## src/rtl/uart_bus2mem.sv

```systemverilog
// Bridges a pipelined address/data-phase bus onto a single-cycle SRAM-style port.
// Optional build macro: UART_BUS2MEM_ALIGN_CHK_EN rejects addresses with addr[1:0] != 0.
module uart_bus2mem #(
    parameter int          ADDR_WIDTH = 13,
    parameter logic [31:0] BASE_ADDR  = 32'h00000000
) (
    input  logic                  main_clk_i,
    input  logic                  main_rst_i,
    input  logic [1:0]            bus_trans_i,
    input  logic [31:0]           bus_addr_i,
    input  logic                  bus_write_i,
    input  logic [31:0]           bus_wdata_i,
    output logic                  bus_ready_o,
    output logic                  bus_resp_o,
    output logic [31:0]           bus_rdata_o,
    output logic                  mem_ena_o,
    output logic [ADDR_WIDTH-1:0] mem_addr_o,
    output logic                  mem_wena_o,
    output logic [31:0]           mem_wdata_o,
    input  logic [31:0]           mem_rdata_i,
    input  logic                  mem_err_i
);

    // Handshake: an address phase is taken on any clock edge where bus_ready_o=1
    // and bus_trans_i is NONSEQ or SEQ; the transfer completes on the next edge
    // with bus_ready_o=1, bus_resp_o then qualifying it as OKAY (0) or ERROR (1).

    typedef enum logic [2:0] {
        ST_IDLE = 3'd0,
        ST_ACC  = 3'd1,
        ST_WAIT = 3'd2,
        ST_ERR1 = 3'd3,
        ST_ERR2 = 3'd4
    } state_e;

    localparam logic [31:0] BASE = BASE_ADDR;

    state_e      state_q, state_d;
    logic [31:0] addr_q, addr_d;
    logic        write_q, write_d;

    logic addr_in_window;
    logic addr_aligned;
    logic addr_ok;
    logic accept;

    assign addr_in_window = (addr_q[31:ADDR_WIDTH+2] == BASE[31:ADDR_WIDTH+2]);

`ifdef UART_BUS2MEM_ALIGN_CHK_EN
    assign addr_aligned = (addr_q[1:0] == 2'b00);
`else
    logic unused_addr_lsb;
    assign unused_addr_lsb = ^addr_q[1:0];
    assign addr_aligned    = 1'b1;
`endif

    assign addr_ok = addr_in_window && addr_aligned;

    // Only NONSEQ (2) and SEQ (3) start a transfer; both have bit 1 set.
    assign accept = bus_trans_i[1];

    always_ff @(posedge main_clk_i) begin
        if (main_rst_i) begin
            state_q <= ST_IDLE;
            addr_q  <= 32'h0;
            write_q <= 1'b0;
        end else begin
            state_q <= state_d;
            addr_q  <= addr_d;
            write_q <= write_d;
        end
    end

    always_comb begin
        state_d     = state_q;
        addr_d      = addr_q;
        write_d     = write_q;
        bus_ready_o = 1'b1;
        bus_resp_o  = 1'b0;
        bus_rdata_o = 32'h0;
        mem_ena_o   = 1'b0;
        mem_addr_o  = '0;
        mem_wena_o  = 1'b0;
        mem_wdata_o = 32'h0;

        case (state_q)
            ST_IDLE: begin
                bus_ready_o = 1'b1;
            end
            ST_ACC: begin
                bus_ready_o = 1'b0;
                if (addr_ok) begin
                    mem_ena_o   = 1'b1;
                    mem_addr_o  = addr_q[ADDR_WIDTH+1:2];
                    mem_wena_o  = write_q;
                    mem_wdata_o = bus_wdata_i;
                    state_d     = ST_WAIT;
                end else begin
                    state_d = ST_ERR1;
                end
            end
            ST_WAIT: begin
                // A memory error turns this cycle into the first error cycle.
                if (mem_err_i) begin
                    bus_ready_o = 1'b0;
                    bus_resp_o  = 1'b1;
                    state_d     = ST_ERR2;
                end else begin
                    bus_ready_o = 1'b1;
                    if (!write_q) begin
                        bus_rdata_o = mem_rdata_i;
                    end
                end
            end
            ST_ERR1: begin
                bus_ready_o = 1'b0;
                bus_resp_o  = 1'b1;
                state_d     = ST_ERR2;
            end
            ST_ERR2: begin
                bus_ready_o = 1'b1;
                bus_resp_o  = 1'b1;
            end
            default: begin
                state_d = ST_IDLE;
            end
        endcase

        // Every ready-high cycle ends a transfer (or idles) and may open the next one.
        if (bus_ready_o) begin
            if (accept) begin
                addr_d  = bus_addr_i;
                write_d = bus_write_i;
                state_d = ST_ACC;
            end else begin
                state_d = ST_IDLE;
            end
        end

        // Reset cycles abort silently: idle-looking outputs, no memory strobe.
        if (main_rst_i) begin
            bus_ready_o = 1'b1;
            bus_resp_o  = 1'b0;
            bus_rdata_o = 32'h0;
            mem_ena_o   = 1'b0;
            mem_addr_o  = '0;
            mem_wena_o  = 1'b0;
            mem_wdata_o = 32'h0;
        end
    end

endmodule

```

## config.mk

```make
export PLATFORM = sky130hd
export DESIGN_NAME = uart_bus2mem
export DESIGN_NICKNAME = d
export VERILOG_FILES = /design/src/rtl/uart_bus2mem.sv
export SDC_FILE = /design/constraint.sdc
export NUM_CORES = 1
export LEC_CHECK = 0
export ABC_CLOCK_PERIOD_IN_PS = 3600
export BUFFER_PORTS_ARGS = -buffer_cell sky130_fd_sc_hd__buf_2
export CORE_ASPECT_RATIO = 1.75
export CORE_MARGIN = 2
export CORE_UTILIZATION = 44
export DETAILED_ROUTE_END_ITERATION = 6
export PLACE_DENSITY_LB_ADDON = 0.3
export SLEW_MARGIN = 0
export SYNTH_ARGS = -nofsm -noshare
export SYNTH_HDL_FRONTEND = slang
export SYNTH_SLANG_ARGS = --single-unit
```

## constraint.sdc

```tcl
create_clock -name main_clk_i -period 3.6 [get_ports main_clk_i]
set_clock_uncertainty 0.2 [all_clocks]
set_input_delay 0.36 -clock main_clk_i [delete_from_list [all_inputs] [get_ports main_clk_i]]
set_output_delay 0.36 -clock main_clk_i [all_outputs]
set_load 0.05 [all_outputs]
```

; ---- Word-level counts from Yosys, hierarchy flattened
; Index checks and enable logic that the tools add are counted.
[classes]
eq_ne = 6
n_mux = 27
reduce_logical = 7
[ops]
columns = op, count
row1 = two-way mux 32 bit, 7
row2 = two-way mux 13 bit, 3
row3 = zero test 17 bit, 1
row4 = two-way mux 1 bit, 12
row5 = case mux 3 bit (4 select lines), 1
row6 = "equality test 3 x 2 -> 1 bit, second input constant", 2
row7 = two-way mux 3 bit, 2
row8 = OR reduction 2 bit, 3
row9 = case mux 1 bit (2 select lines), 2
row10 = AND reduction 2 bit, 2
row11 = "equality test 3 x 1 -> 1 bit, second input constant", 1
row12 = "equality test 3 bit, second input constant", 1
row13 = zero test 3 bit, 1
row14 = "inequality test 3 bit, second input constant", 1
row15 = "inequality test 2 x 1 -> 1 bit, second input constant", 1
[totals]
register_bits = 36
output_inout_bits = 81
elab_cells = 43

; ---- Longest topological paths before layout
; Gate-level depths: netlist of the first run.
[logic_depth]
ltp_word = 5
ltp_mapped = 6

; ---- Worst setup path before layout of the first run
; No wires, ideal clock.
[synth_timing]
path_type = input port to output port
startpoint = in main_rst_i
endpoint = out mem_addr_o[10]
t_arrival_ns = 2.120
required_time_ns = 3.040
setup_slack_ns = 0.920
cell_stages = 5
path_buffers = 2
cell_sequence = buf_2 nor4b_4 nand3_2 buf_2 nor3_1
[synth_via]
elab_chain_len = 1
[synth_rtl]
columns = element, line_no
row1 = start: declaration, 8  ; input logic main_rst_i,
row2 = two-way mux 13 bit, 141  ; if (main_rst_i) begin
row3 = end: declaration, 17  ; output logic [ADDR_WIDTH-1:0] mem_addr_o,
; Every way passes these cells.

; ---- Final worst setup path of the first run
[layout_timing]
startpoint = reg state_q[2]
endpoint = out bus_rdata_o[31]
[layout_via]
elab_chain_len = 3
[layout_rtl]
columns = element, line_no
row1 = start: declaration, 38  ; state_e state_q, state_d;
row2 = start signal: assignment, 68  ; state_q <= state_d;
row3 = equality test 3 x 2 -> 1 bit, 86  ; case (state_q)
row4 = two-way mux 32 bit, 86
row5 = two-way mux 32 bit, 141
row6 = end: declaration, 15  ; output logic [31:0] bus_rdata_o,
; Every way passes these cells.

==> metrics.txt, run 1 <==
# TYPE chip_impl_metric gauge
chip_impl_metric{name="max_slew_margin",unit=""} 0.196
chip_impl_metric{name="first_global_vias",unit=""} 2358
chip_impl_metric{name="max_freq",unit="MHz"} 348
chip_impl_metric{name="fraction_of_post_synthesis_cell_area_in_the_top_cell_type_by_area",unit=""} 0.277
chip_impl_metric{name="clock_insertion_delay_at_the_later_pin_of_the_skew_report",unit="ps"} 280
chip_impl_metric{name="max-clock-path-buffers",unit=""} 2
chip_impl_metric{name="drt_iter0_markers",unit=""} 184
chip_impl_metric{name="critPathRequiredTime",unit="ps"} 3040
chip_impl_metric{name="grt_remaining_overflow",unit=""} 0
chip_impl_metric{name="vias",unit=""} 2801
chip_impl_info{name="worstSetupPathType",value="flip-flop to output pin"} 1
chip_impl_metric{name="cp_num_buf_inv",unit=""} 2
chip_impl_metric{name="fill_cells",unit=""} 527
chip_impl_metric{name="cts_hold_buf",unit=""} 0
chip_impl_metric{name="final_worst_hold_slack",unit="ps"} 108
chip_impl_metric{name="cpPeakStageDelay",unit="ps"} 650
chip_impl_metric{name="vias_per_cell",unit=""} 5.10
chip_impl_info{name="cp-endpoint",value="bus_rdata_o[31]"} 1
chip_impl_metric{name="global_route.usage.total",unit=""} 0.233
chip_impl_metric{name="synthDistinctLibCells",unit=""} 27
chip_impl_metric{name="die_width",unit="um"} 60.5
chip_impl_metric{name="r2r_setup_slack",unit="ps"} 1290
chip_impl_metric{name="finalNetCount",unit=""} 574
chip_impl_info{name="rsz_0062_raised_after_global_routing",value="false"} 1
chip_impl_info{name="ctsRootBufferMaster",value="clkbuf_8"} 1
chip_impl_info{name="crit_start",value="state_q[2]$_SDFFE_PP0P_"} 1
chip_impl_metric{name="critical_path_cell_count",unit=""} 5
chip_impl_metric{name="hpwl",unit="um"} 5520
chip_impl_metric{name="timing.final.crit_period",unit="ps"} 2870
chip_impl_metric{name="synth.yosys.seq_area_share",unit=""} 0.277
chip_impl_metric{name="count_of_max_cap_constraint_violations",unit=""} 0
chip_impl_info{name="path_cells",value="buf_4, nor4_1, and3_1, and2_1, buf_2"} 1
chip_impl_metric{name="die_h",unit="um"} 103
chip_impl_metric{name="post_detailed_route_count_of_antenna_violating_nets",unit=""} 0
chip_impl_metric{name="drc",unit=""} 0
chip_impl_info{name="tritoncts",value="built"} 1
chip_impl_metric{name="finalSetupViolations",unit=""} 0
chip_impl_metric{name="count_of_flip_flops_with_a_built_in_enable_after_synthesis",unit=""} 0
chip_impl_metric{name="post_route_cells_drive_above_1_share",unit=""} 0.488
chip_impl_info{name="synth_top_flop_cell",value="dfxtp_1"} 1
chip_impl_metric{name="max_slew.worst_pin.slew",unit="ps"} 1210
chip_impl_metric{name="cts_post_setup_buffers_inserted",unit=""} 0
chip_impl_metric{name="totalWireLength",unit="um"} 7700
chip_impl_metric{name="grt_antenna_before_repair",unit=""} 0
chip_impl_metric{name="synth.cell_area",unit="um2"} 2450
chip_impl_metric{name="ffs_w_async_s_r_synth",unit=""} 0
chip_impl_metric{name="finalHoldViolCount",unit=""} 0
chip_impl_metric{name="design.die.area",unit="um2"} 6220
chip_impl_metric{name="antenna-diode-count",unit=""} 0
chip_impl_info{name="library_cell_with_the_highest_instance_count_after_synthesis",value="inv_1"} 1
chip_impl_info{name="ys_top_cells_by_count",value="inv_1, dfxtp_1"} 1
chip_impl_metric{name="postSynthCellCount",unit=""} 317
chip_impl_metric{name="syn_to_final_growth",unit="%"} 39.8
chip_impl_info{name="critical_path.endpoint_type",value="output pin"} 1
chip_impl_metric{name="yosys_warnings",unit=""} 0
chip_impl_metric{name="number_of_cells_on_the_worst_reg_to_reg_path",unit=""} 4
chip_impl_metric{name="coreArea",unit="um2"} 5500
chip_impl_info{name="worst_r2r_startpoint",value="state_q[2]$_SDFFE_PP0P_"} 1
chip_impl_metric{name="gpl.final_weighted_congestion",unit=""} 0.759
chip_impl_metric{name="num_rows",unit=""} 36
chip_impl_metric{name="report.final.slew_viol_count",unit=""} 0
chip_impl_info{name="critPathTopFamily",value="simple AND/OR/NAND/NOR gates"} 1
chip_impl_metric{name="cp_max_fo",unit=""} 39
chip_impl_info{name="worst_setup_path_start_kind",value="flip-flop"} 1
chip_impl_metric{name="critical_path_arrival",unit="ps"} 2310
chip_impl_metric{name="pwr_dens",unit="nW/um2"} 460
chip_impl_metric{name="total_i_o_pin_count",unit=""} 183
chip_impl_metric{name="effective_utilization_at_floorplan",unit=""} 0.447
chip_impl_info{name="holdCritPathClass",value="input pin to flip-flop"} 1
chip_impl_info{name="r2r-end",value="write_q$_SDFFE_PP0P_"} 1
chip_impl_metric{name="tritoncts.num_buffers",unit=""} 5
chip_impl_metric{name="io_buffers",unit=""} 179
chip_impl_metric{name="min_period_over_period",unit=""} 0.798
chip_impl_info{name="post-synth-top-area-cell",value="dfxtp_1"} 1
chip_impl_info{name="crit_path_top_delay_cell",value="and3_1"} 1
chip_impl_metric{name="cts_num_sinks",unit=""} 34
chip_impl_metric{name="avgRoutedWirePerCell",unit="um"} 14.0
chip_impl_metric{name="leakage",unit="uW"} 0.00177
chip_impl_metric{name="grt_max_degree",unit=""} 48
chip_impl_metric{name="postSynthRegisterBits",unit=""} 34
chip_impl_metric{name="sequential_cell_area",unit="um2"} 681
chip_impl_metric{name="power.ir.vdd_worst",unit="V"} 0.000450
chip_impl_metric{name="cts.reportedPaths.clkPinSlew",unit="ps"} 70
chip_impl_metric{name="wire_length_of_the_first_global_routing_pass",unit="um"} 11200
chip_impl_metric{name="synth.avg_cell_area",unit="um2"} 7.74
chip_impl_info{name="netlist_top_cells_area",value="dfxtp_1, nor3_2, o211ai_1"} 1
chip_impl_metric{name="first_pass_iters",unit=""} 4
chip_impl_info{name="run_status",value="finished, final reports clean"} 1
chip_impl_metric{name="synth_nets",unit=""} 419
chip_impl_metric{name="setup_tns",unit="ps"} 0
chip_impl_metric{name="ctsResizeCount",unit=""} 0
chip_impl_metric{name="htree_num_levels",unit=""} 2
chip_impl_metric{name="multi_input_comb_area",unit="um2"} 1410
worst min path at each step:
stage	depth (start not counted)	to	startpoint
after floorplan	2	addr_q[23]$_SDFFE_PP0P_	addr_q[23]$_SDFFE_PP0P_
after global placement	2	addr_q[12]$_SDFFE_PP0P_	addr_q[12]$_SDFFE_PP0P_
after detailed placement	2	addr_q[5]$_SDFFE_PP0P_	addr_q[5]$_SDFFE_PP0P_
after CTS	2	state_q[1]$_SDFFE_PP0P_	main_rst_i
after global routing	2	state_q[1]$_SDFFE_PP0P_	main_rst_i
final	2	state_q[1]$_SDFFE_PP0P_	main_rst_i
metal layers:
metal	wire length [um]	global-route usage	vias to the layer above	share of wire
met5	0	0	-	0
met4	39	0.0652	0	0.0051
met3	659	0.0439	2	0.086
met2	3960	0.410	129	0.51
met1	3040	0.283	1252	0.39
li1	-	-	1418	-
area by class of cell:
| type | instances | area share |
|---|---|---|
| clock buffers | 8 | 0.0321 |
| well taps | 76 | 0.0277 |
| flip-flops and latches | 34 | 0.198 |
| inverters | 47 | 0.0514 |
| multi-input cells | 198 | 0.410 |
| repair buffers | 186 | 0.280 |
power by group:
| group | internal [uW] | leakage [uW] | switching [uW] | total, uW |
|---|---|---|---|---|
| logic | 220 | 0.00143 | 541 | 761 |
| clock network | 193 | 0.0000575 | 135 | 328 |
| registers | 441 | 0.000279 | 48.6 | 489 |
registers in the layout, indices dropped and copies added (netlist names):
| register | flops |
|---|---|
| write_q | 1 |
| state_q | 3 |
| addr_q | 30 |
per-stage QoR:
stage	setup WS (ps)	instance area [um2]	util	cells	total power [uW]
after floorplan	920	2450	-	317	1100
after global placement	1000	3320	0.604	541	1240
after detailed placement	940	3320	0.604	541	1250
after CTS	698	3430	0.624	549	1580
after global routing	488	3430	0.624	549	1670
final	727	3430	0.624	549	1580
kinds of logic after synthesis:
kind of cell / after synthesis / synth area share
AO/OA/AOI/OAI: 100 / 0.273
flip-flops: 34 / 0.277
AND/OR/NAND/NOR: 98 / 0.296
buffers and inverters: 85 / 0.154
cell usage in the layout, fill, tap and decap left out, drive strengths merged, types with 2 or more instances in the layout:
master	instances
a21oi	32
clkbuf	8
buf	186
nor2	3
o31ai	32
nor3	48
inv	47
and2	32
nor4	4
or4	2
dfxtp	34
or3	2
o21ai	2
nand3	2
o211ai	32
(Power assumes the default switching activity.)
==> run 2, diff against run 1 <==
--- a/config.mk
+++ b/config.mk
@@ -5,11 +5,11 @@
 export SDC_FILE = /design/constraint.sdc
 export NUM_CORES = 1
 export LEC_CHECK = 0
-export ABC_CLOCK_PERIOD_IN_PS = 3600
+export ABC_CLOCK_PERIOD_IN_PS = 2500
 export BUFFER_PORTS_ARGS = -buffer_cell sky130_fd_sc_hd__buf_2
 export CORE_ASPECT_RATIO = 1.75
 export CORE_MARGIN = 2
-export CORE_UTILIZATION = 44
+export CORE_UTILIZATION = 37
 export DETAILED_ROUTE_END_ITERATION = 6
 export PLACE_DENSITY_LB_ADDON = 0.3
 export SLEW_MARGIN = 0
==> constraint.sdc (replaced) <==
create_clock -name main_clk_i -period 2.5 [get_ports main_clk_i]
set_clock_uncertainty 0.2 [all_clocks]
set_input_delay 0.25 -clock main_clk_i [delete_from_list [all_inputs] [get_ports main_clk_i]]
set_output_delay 0.25 -clock main_clk_i [all_outputs]
set_load 0.05 [all_outputs]
==> run 2 against run 1 <==
Against the previous run: sequential cell count unchanged; non-clock buffer count increased by 3; critical path depth unchanged; sequential share of layout area decreased by 0.53 points; clock power increased by 85%; sequential power increased by 44%; routed wire length decreased by 3.2%; register-to-register slack got worse by 990 ps; combinational power increased by 48%.
==> metrics.txt, run 2 (synthesized netlist as in run 1, its figures left out) <==
# TYPE chip_impl_metric gauge
chip_impl_metric{name="critPathRequiredTime",unit="ps"} 2050
chip_impl_metric{name="cts.reportedPaths.clkPinSlew",unit="ps"} 50
chip_impl_metric{name="grt_antenna_before_repair",unit=""} 0
chip_impl_metric{name="grt_remaining_overflow",unit=""} 0
chip_impl_metric{name="hold_path_depth",unit=""} 2
chip_impl_info{name="layout.cells.most_common",value="buf_2"} 1
chip_impl_metric{name="die_h",unit="um"} 112
chip_impl_metric{name="final_core_utilization",unit=""} 0.543
chip_impl_metric{name="max-clock-path-buffers",unit=""} 2
chip_impl_metric{name="tritoncts.num_buffers",unit=""} 5
chip_impl_metric{name="cts_hold_buf",unit=""} 0
chip_impl_info{name="ctsRootBufferMaster",value="clkbuf_16"} 1
chip_impl_metric{name="power.ir.vdd_worst",unit="V"} 0.000688
chip_impl_metric{name="post_detailed_route_count_of_antenna_violating_nets",unit=""} 0
chip_impl_metric{name="max_freq",unit="MHz"} 421
chip_impl_metric{name="flip_flop_count_of_the_largest_register_all_copies_and_words_added",unit=""} 30
chip_impl_metric{name="finalHoldViolCount",unit=""} 0
chip_impl_metric{name="total_i_o_pin_count",unit=""} 183
chip_impl_metric{name="first_global_vias",unit=""} 2538
chip_impl_metric{name="leakage",unit="uW"} 0.00180
chip_impl_info{name="path_cells",value="nor4b_4, nand3_2, buf_12, nor3_1, buf_4"} 1
chip_impl_metric{name="cp_max_fo",unit=""} 47
chip_impl_info{name="max_flop_register",value="addr_q"} 1
chip_impl_metric{name="finalSetupViolations",unit=""} 0
chip_impl_info{name="mostFrequentLayoutCells",value="buf_2, inv_1, dfxtp_1"} 1
chip_impl_metric{name="io_buffers",unit=""} 179
chip_impl_info{name="crit_path_top_delay_cell",value="dfxtp_1"} 1
chip_impl_metric{name="num_rows",unit=""} 39
chip_impl_metric{name="critical_path_arrival",unit="ps"} 1920
chip_impl_info{name="run_status",value="finished, final reports clean"} 1
chip_impl_info{name="holdCritPathClass",value="input pin to flip-flop"} 1
chip_impl_metric{name="drt_iter0_markers",unit=""} 41
chip_impl_metric{name="vias_per_cell",unit=""} 5.00
chip_impl_metric{name="number_of_cells_on_the_worst_reg_to_reg_path",unit=""} 4
chip_impl_metric{name="report.final.slew_viol_count",unit=""} 0
chip_impl_metric{name="vias",unit=""} 2791
chip_impl_metric{name="grt_max_degree",unit=""} 48
chip_impl_info{name="reg.largest.list",value="addr_q (30), state_q (3), write_q (1)"} 1
chip_impl_info{name="tritoncts",value="built"} 1
chip_impl_metric{name="cts_num_sinks",unit=""} 34
chip_impl_metric{name="timing.final.crit_period",unit="ps"} 2370
chip_impl_info{name="critical_path.endpoint_type",value="output pin"} 1
chip_impl_metric{name="design.die.area",unit="um2"} 7330
chip_impl_metric{name="htree_num_levels",unit=""} 2
chip_impl_metric{name="pwr_dens",unit="nW/um2"} 693
chip_impl_metric{name="cpPeakStageDelay",unit="ps"} 430
chip_impl_metric{name="die_width",unit="um"} 65.6
chip_impl_metric{name="first_pass_iters",unit=""} 4
chip_impl_metric{name="final_worst_hold_slack",unit="ps"} 34.8
chip_impl_metric{name="antenna-diode-count",unit=""} 0
chip_impl_metric{name="clock_insertion_delay_at_the_later_pin_of_the_skew_report",unit="ps"} 270
chip_impl_metric{name="total_power",unit="uW"} 2440
chip_impl_metric{name="effective_utilization_at_floorplan",unit=""} 0.378
chip_impl_metric{name="gpl.final_weighted_congestion",unit=""} 0.758
chip_impl_metric{name="finalNetCount",unit=""} 577
chip_impl_metric{name="totalWireLength",unit="um"} 7450
chip_impl_metric{name="max_slew.worst_pin.slew",unit="ps"} 1200
chip_impl_metric{name="hpwl",unit="um"} 5510
chip_impl_metric{name="max_slew_margin",unit=""} 0.202
chip_impl_metric{name="coreArea",unit="um2"} 6490
chip_impl_metric{name="min_period_over_period",unit=""} 0.949
chip_impl_info{name="worstSetupPathType",value="flip-flop to output pin"} 1
chip_impl_info{name="worst_setup_path_start_kind",value="flip-flop"} 1
chip_impl_info{name="rsz_0062_raised_after_global_routing",value="false"} 1
chip_impl_metric{name="count_of_max_cap_constraint_violations",unit=""} 0
chip_impl_metric{name="syn_to_final_growth",unit="%"} 43.6
chip_impl_metric{name="post_route_cells_drive_above_1_share",unit=""} 0.489
chip_impl_metric{name="ctsResizeCount",unit=""} 0
chip_impl_metric{name="drc",unit=""} 0
chip_impl_metric{name="cts_post_setup_buffers_inserted",unit=""} 0
chip_impl_metric{name="global_route.usage.total",unit=""} 0.194
chip_impl_metric{name="avgRoutedWirePerCell",unit="um"} 13.4
chip_impl_metric{name="wire_length_of_the_first_global_routing_pass",unit="um"} 11600
run 2: worst max-delay path: cells and delay by family, from the launching register on:
family                 cells  cell delay (ps)
and+or+nand+nor            3              730
buffers and inverters      2              480
DFF                        1              430
run 2: metal layers:
layer	GRT usage	routed length, um
met4	0.0569	122
met5	0	0
met2	0.356	3730
met3	0.0404	605
met1	0.218	3000
run 2: final cells by class:
cell class              instances  area, um2
clock buffers                   7        143
clock inverters                 1       5.00
fillers                       623       2970
inverters                      47        176
multi-input cells             198       1410
flip-flops and latches         34        681
well taps                      82        103
repair buffers                189       1010
run 2: power breakdown:
part / internal [uW] / total (uW) / switching [uW]
clock: 394 / 606 / 211
combinational: 356 / 1130 / 778
sequential: 635 / 704 / 68.3
total: 1390 / 2440 / 1060
run 2: stage by stage:
step / TNS (ps) / instance area, um2 / setup WS [ps] / cells
global route: 0 / 3520 / 8.59 / 558
finish: 0 / 3520 / 127 / 558
global placement: 0 / 3360 / 364 / 550
detailed placement: 0 / 3360 / 323 / 550
floorplan: -287 / 2450 / -31.9 / 317
CTS: 0 / 3510 / 85.4 / 558
run 2: final timing paths:
path	slack [ps]	to	startpoint
worst max-delay path	130	mem_wena_o	state_q[0]$_SDFFE_PP0P_
worst min-delay path	30	state_q[1]$_SDFFE_PP0P_	main_rst_i
worst max register to register	300	addr_q[31]$_SDFFE_PP0P_	state_q[2]$_SDFFE_PP0P_
worst min register to register	270	addr_q[2]$_SDFFE_PP0P_	addr_q[2]$_SDFFE_PP0P_
==> run 3, diff against run 2 <==
==> constraint.sdc (replaced) <==
create_clock -name main_clk_i -period 2.5 [get_ports main_clk_i]
set_clock_uncertainty 0.2 [all_clocks]
set_input_delay 0.25 -clock main_clk_i [delete_from_list [all_inputs] [get_ports main_clk_i]]
set_output_delay 0.25 -clock main_clk_i [all_outputs]
set_load 0.02 [all_outputs]
==> run 3 against run 2 <==
Against the previous run: combinational power is 9.7% lower; power is 5.4% lower; critical path depth stayed put; clock-buffer cell count is 1 lower; global-route usage is 0.37 points higher; die area stayed put; critical path type unchanged; cell area is 0.64% lower; first-iteration DRC count is 140% higher; sequential power is 0.7% higher; register-to-register slack better by 50 ps.
==> metrics.txt, run 3 (synthesized netlist as in run 1, its figures left out) <==
# TYPE chip_impl_metric gauge
chip_impl_info{name="run_status",value="finished, final reports clean"} 1
chip_impl_info{name="critPathTopFamily",value="simple AND/OR/NAND/NOR gates"} 1
chip_impl_info{name="critical_path.endpoint_type",value="output pin"} 1
chip_impl_metric{name="first_pass_iters",unit=""} 4
chip_impl_metric{name="total_i_o_pin_count",unit=""} 183
chip_impl_metric{name="final_worst_hold_slack",unit="ps"} 33.4
chip_impl_metric{name="max_slew.worst_pin.slew",unit="ps"} 1210
chip_impl_metric{name="finalNetCount",unit=""} 577
chip_impl_info{name="ctsRootBufferMaster",value="clkbuf_16"} 1
chip_impl_metric{name="vias",unit=""} 2789
chip_impl_metric{name="report.final.slew_viol_count",unit=""} 0
chip_impl_metric{name="finalHoldViolCount",unit=""} 0
chip_impl_metric{name="power.ir.vdd_worst",unit="V"} 0.000457
chip_impl_metric{name="hpwl",unit="um"} 5580
chip_impl_metric{name="effective_utilization_at_floorplan",unit=""} 0.378
chip_impl_metric{name="cts_post_setup_buffers_inserted",unit=""} 0
chip_impl_info{name="worstHoldEndpoint",value="state_q[1]$_SDFFE_PP0P_"} 1
chip_impl_metric{name="critical_path_arrival",unit="ps"} 1850
chip_impl_metric{name="antenna-diode-count",unit=""} 0
chip_impl_metric{name="tritoncts.num_buffers",unit=""} 5
chip_impl_info{name="mostFrequentLayoutCells",value="buf_2, inv_1, dfxtp_1"} 1
chip_impl_metric{name="post_detailed_route_count_of_antenna_violating_nets",unit=""} 0
chip_impl_metric{name="r2r_setup_slack",unit="ps"} 350
chip_impl_metric{name="detailed_place.area",unit="um2"} 3360
chip_impl_metric{name="cts.reportedPaths.clkPinSlew",unit="ps"} 50
chip_impl_metric{name="design.die.area",unit="um2"} 7330
chip_impl_info{name="path_cells",value="nor4b_4, nand3_2, buf_12, nor3_1, buf_2"} 1
chip_impl_metric{name="syn_to_final_growth",unit="%"} 42.7
chip_impl_metric{name="min_period_over_period",unit=""} 0.921
chip_impl_metric{name="max_slew_margin",unit=""} 0.192
chip_impl_metric{name="cts_hold_buf",unit=""} 0
chip_impl_metric{name="grt_max_degree",unit=""} 48
chip_impl_metric{name="die_h",unit="um"} 112
chip_impl_metric{name="critPathRequiredTime",unit="ps"} 2050
chip_impl_metric{name="max_freq",unit="MHz"} 434
chip_impl_metric{name="ctsResizeCount",unit=""} 0
chip_impl_metric{name="first_global_vias",unit=""} 2594
chip_impl_info{name="tritoncts",value="built"} 1
chip_impl_metric{name="coreArea",unit="um2"} 6490
chip_impl_metric{name="vias_per_cell",unit=""} 5.02
chip_impl_metric{name="global_route.usage.total",unit=""} 0.197
chip_impl_metric{name="number_of_cells_on_the_worst_reg_to_reg_path",unit=""} 3
chip_impl_metric{name="clock_insertion_delay_at_the_later_pin_of_the_skew_report",unit="ps"} 270
chip_impl_metric{name="post_route_cells_drive_above_1_share",unit=""} 0.489
chip_impl_metric{name="htree_num_levels",unit=""} 2
chip_impl_metric{name="max-clock-path-buffers",unit=""} 2
chip_impl_metric{name="setup_tns",unit="ps"} 0
chip_impl_metric{name="hold_path_depth",unit=""} 2
chip_impl_metric{name="drc",unit=""} 0
chip_impl_metric{name="pwr_dens",unit="nW/um2"} 660
chip_impl_metric{name="leakage",unit="uW"} 0.00180
chip_impl_metric{name="flip_flop_count_of_the_largest_register_all_copies_and_words_added",unit=""} 30
chip_impl_metric{name="count_of_max_cap_constraint_violations",unit=""} 0
chip_impl_info{name="max_flop_register",value="addr_q"} 1
chip_impl_metric{name="io_buffers",unit=""} 179
chip_impl_metric{name="final_cell_area",unit="um2"} 3500
chip_impl_info{name="worstSetupPathType",value="flip-flop to output pin"} 1
chip_impl_info{name="holdCritPathClass",value="input pin to flip-flop"} 1
chip_impl_info{name="crit_path_top_delay_cell",value="dfxtp_1"} 1
chip_impl_info{name="reg.largest.list",value="addr_q (30), state_q (3), write_q (1)"} 1
chip_impl_metric{name="wire_length_of_the_first_global_routing_pass",unit="um"} 11700
chip_impl_metric{name="cts_num_sinks",unit=""} 34
chip_impl_metric{name="die_width",unit="um"} 65.6
chip_impl_info{name="hold_start",value="main_rst_i"} 1
chip_impl_info{name="r2r-end",value="addr_q[25]$_SDFFE_PP0P_"} 1
chip_impl_info{name="worst_setup_path_start_kind",value="flip-flop"} 1
chip_impl_info{name="worst_r2r_startpoint",value="state_q[2]$_SDFFE_PP0P_"} 1
chip_impl_metric{name="grt_remaining_overflow",unit=""} 0
chip_impl_metric{name="avgRoutedWirePerCell",unit="um"} 13.5
chip_impl_metric{name="totalWireLength",unit="um"} 7530
chip_impl_info{name="layout.cells.most_common",value="buf_2"} 1
chip_impl_metric{name="num_rows",unit=""} 39
chip_impl_metric{name="cp_max_fo",unit=""} 47
chip_impl_info{name="rsz_0062_raised_after_global_routing",value="false"} 1
chip_impl_metric{name="cpPeakStageDelay",unit="ps"} 430
chip_impl_metric{name="finalSetupViolations",unit=""} 0
chip_impl_metric{name="grt_antenna_before_repair",unit=""} 0
chip_impl_metric{name="timing.final.crit_period",unit="ps"} 2300
chip_impl_metric{name="gpl.final_weighted_congestion",unit=""} 0.745
chip_impl_metric{name="drt_iter0_markers",unit=""} 100
chip_impl_metric{name="cp_num_buf_inv",unit=""} 2
## run 3: cell count changes in the layout (fill, tap and decap cells not counted), sizes merged
cell | before | now
buf | 186 | 189
clkinv | 1 | 0
clkbuf | 10 | 6
## run 3: how the worst max path moves through the flow
stage / startpoint / to / slack (ps) / cells after the start
final: state_q[2]$_SDFFE_PP0P_ / mem_wena_o / 200 / 5
after global routing: state_q[2]$_SDFFE_PP0P_ / mem_wena_o / 20 / 5
after CTS: state_q[2]$_SDFFE_PP0P_ / mem_wena_o / 170 / 5
after detailed placement: state_q[2]$_SDFFE_PP0P_ / addr_q[25]$_SDFFE_PP0P_ / 360 / 5
after global placement: state_q[2]$_SDFFE_PP0P_ / addr_q[22]$_SDFFE_PP0P_ / 420 / 5
after floorplan: addr_q[18]$_SDFFE_PP0P_ / mem_addr_o[10] / 560 / 5
## run 3: report_power, final
group          switching (uW)  total [uW]  internal, uW  leakage, uW
Clock                     199         582           384    0.0000688
Combinational             666        1020           354      0.00145
Sequential               73.1         709           636     0.000279
Total                     938        2310          1370      0.00180
## run 3: area by class of cell
class                           instances  area, um2
Fill cell                             639       2990
Inverter                               47        176
Tap cell                               82        103
Clock buffer                            6        139
Sequential cell                        34        681
Multi-Input combinational cell        198       1410
Timing Repair Buffer                  189        996
## run 3: worst reg2reg max path, cell delays in order (launching register included)
cell	delay (ps)
dfxtp_1	430
and3b_1	1080
o31ai_1	190
a21oi_1	180
## run 3: through the flow
stage               std cells  worst slack [ps]  total power [uW]   util
floorplan                 317               556              1470      -
global placement          550               417              1720  0.518
detailed placement        550               361              1740  0.518
CTS                       556               172              2340  0.540
global route              556              16.5              2460  0.540
finish                    556               198              2310  0.540
## run 3: per-layer routing
metal  global-route usage  routed length (um)
met5                    0                   0
met4               0.0597                  59
met3               0.0424                 608
met2                0.360                3880
met1                0.223                2980
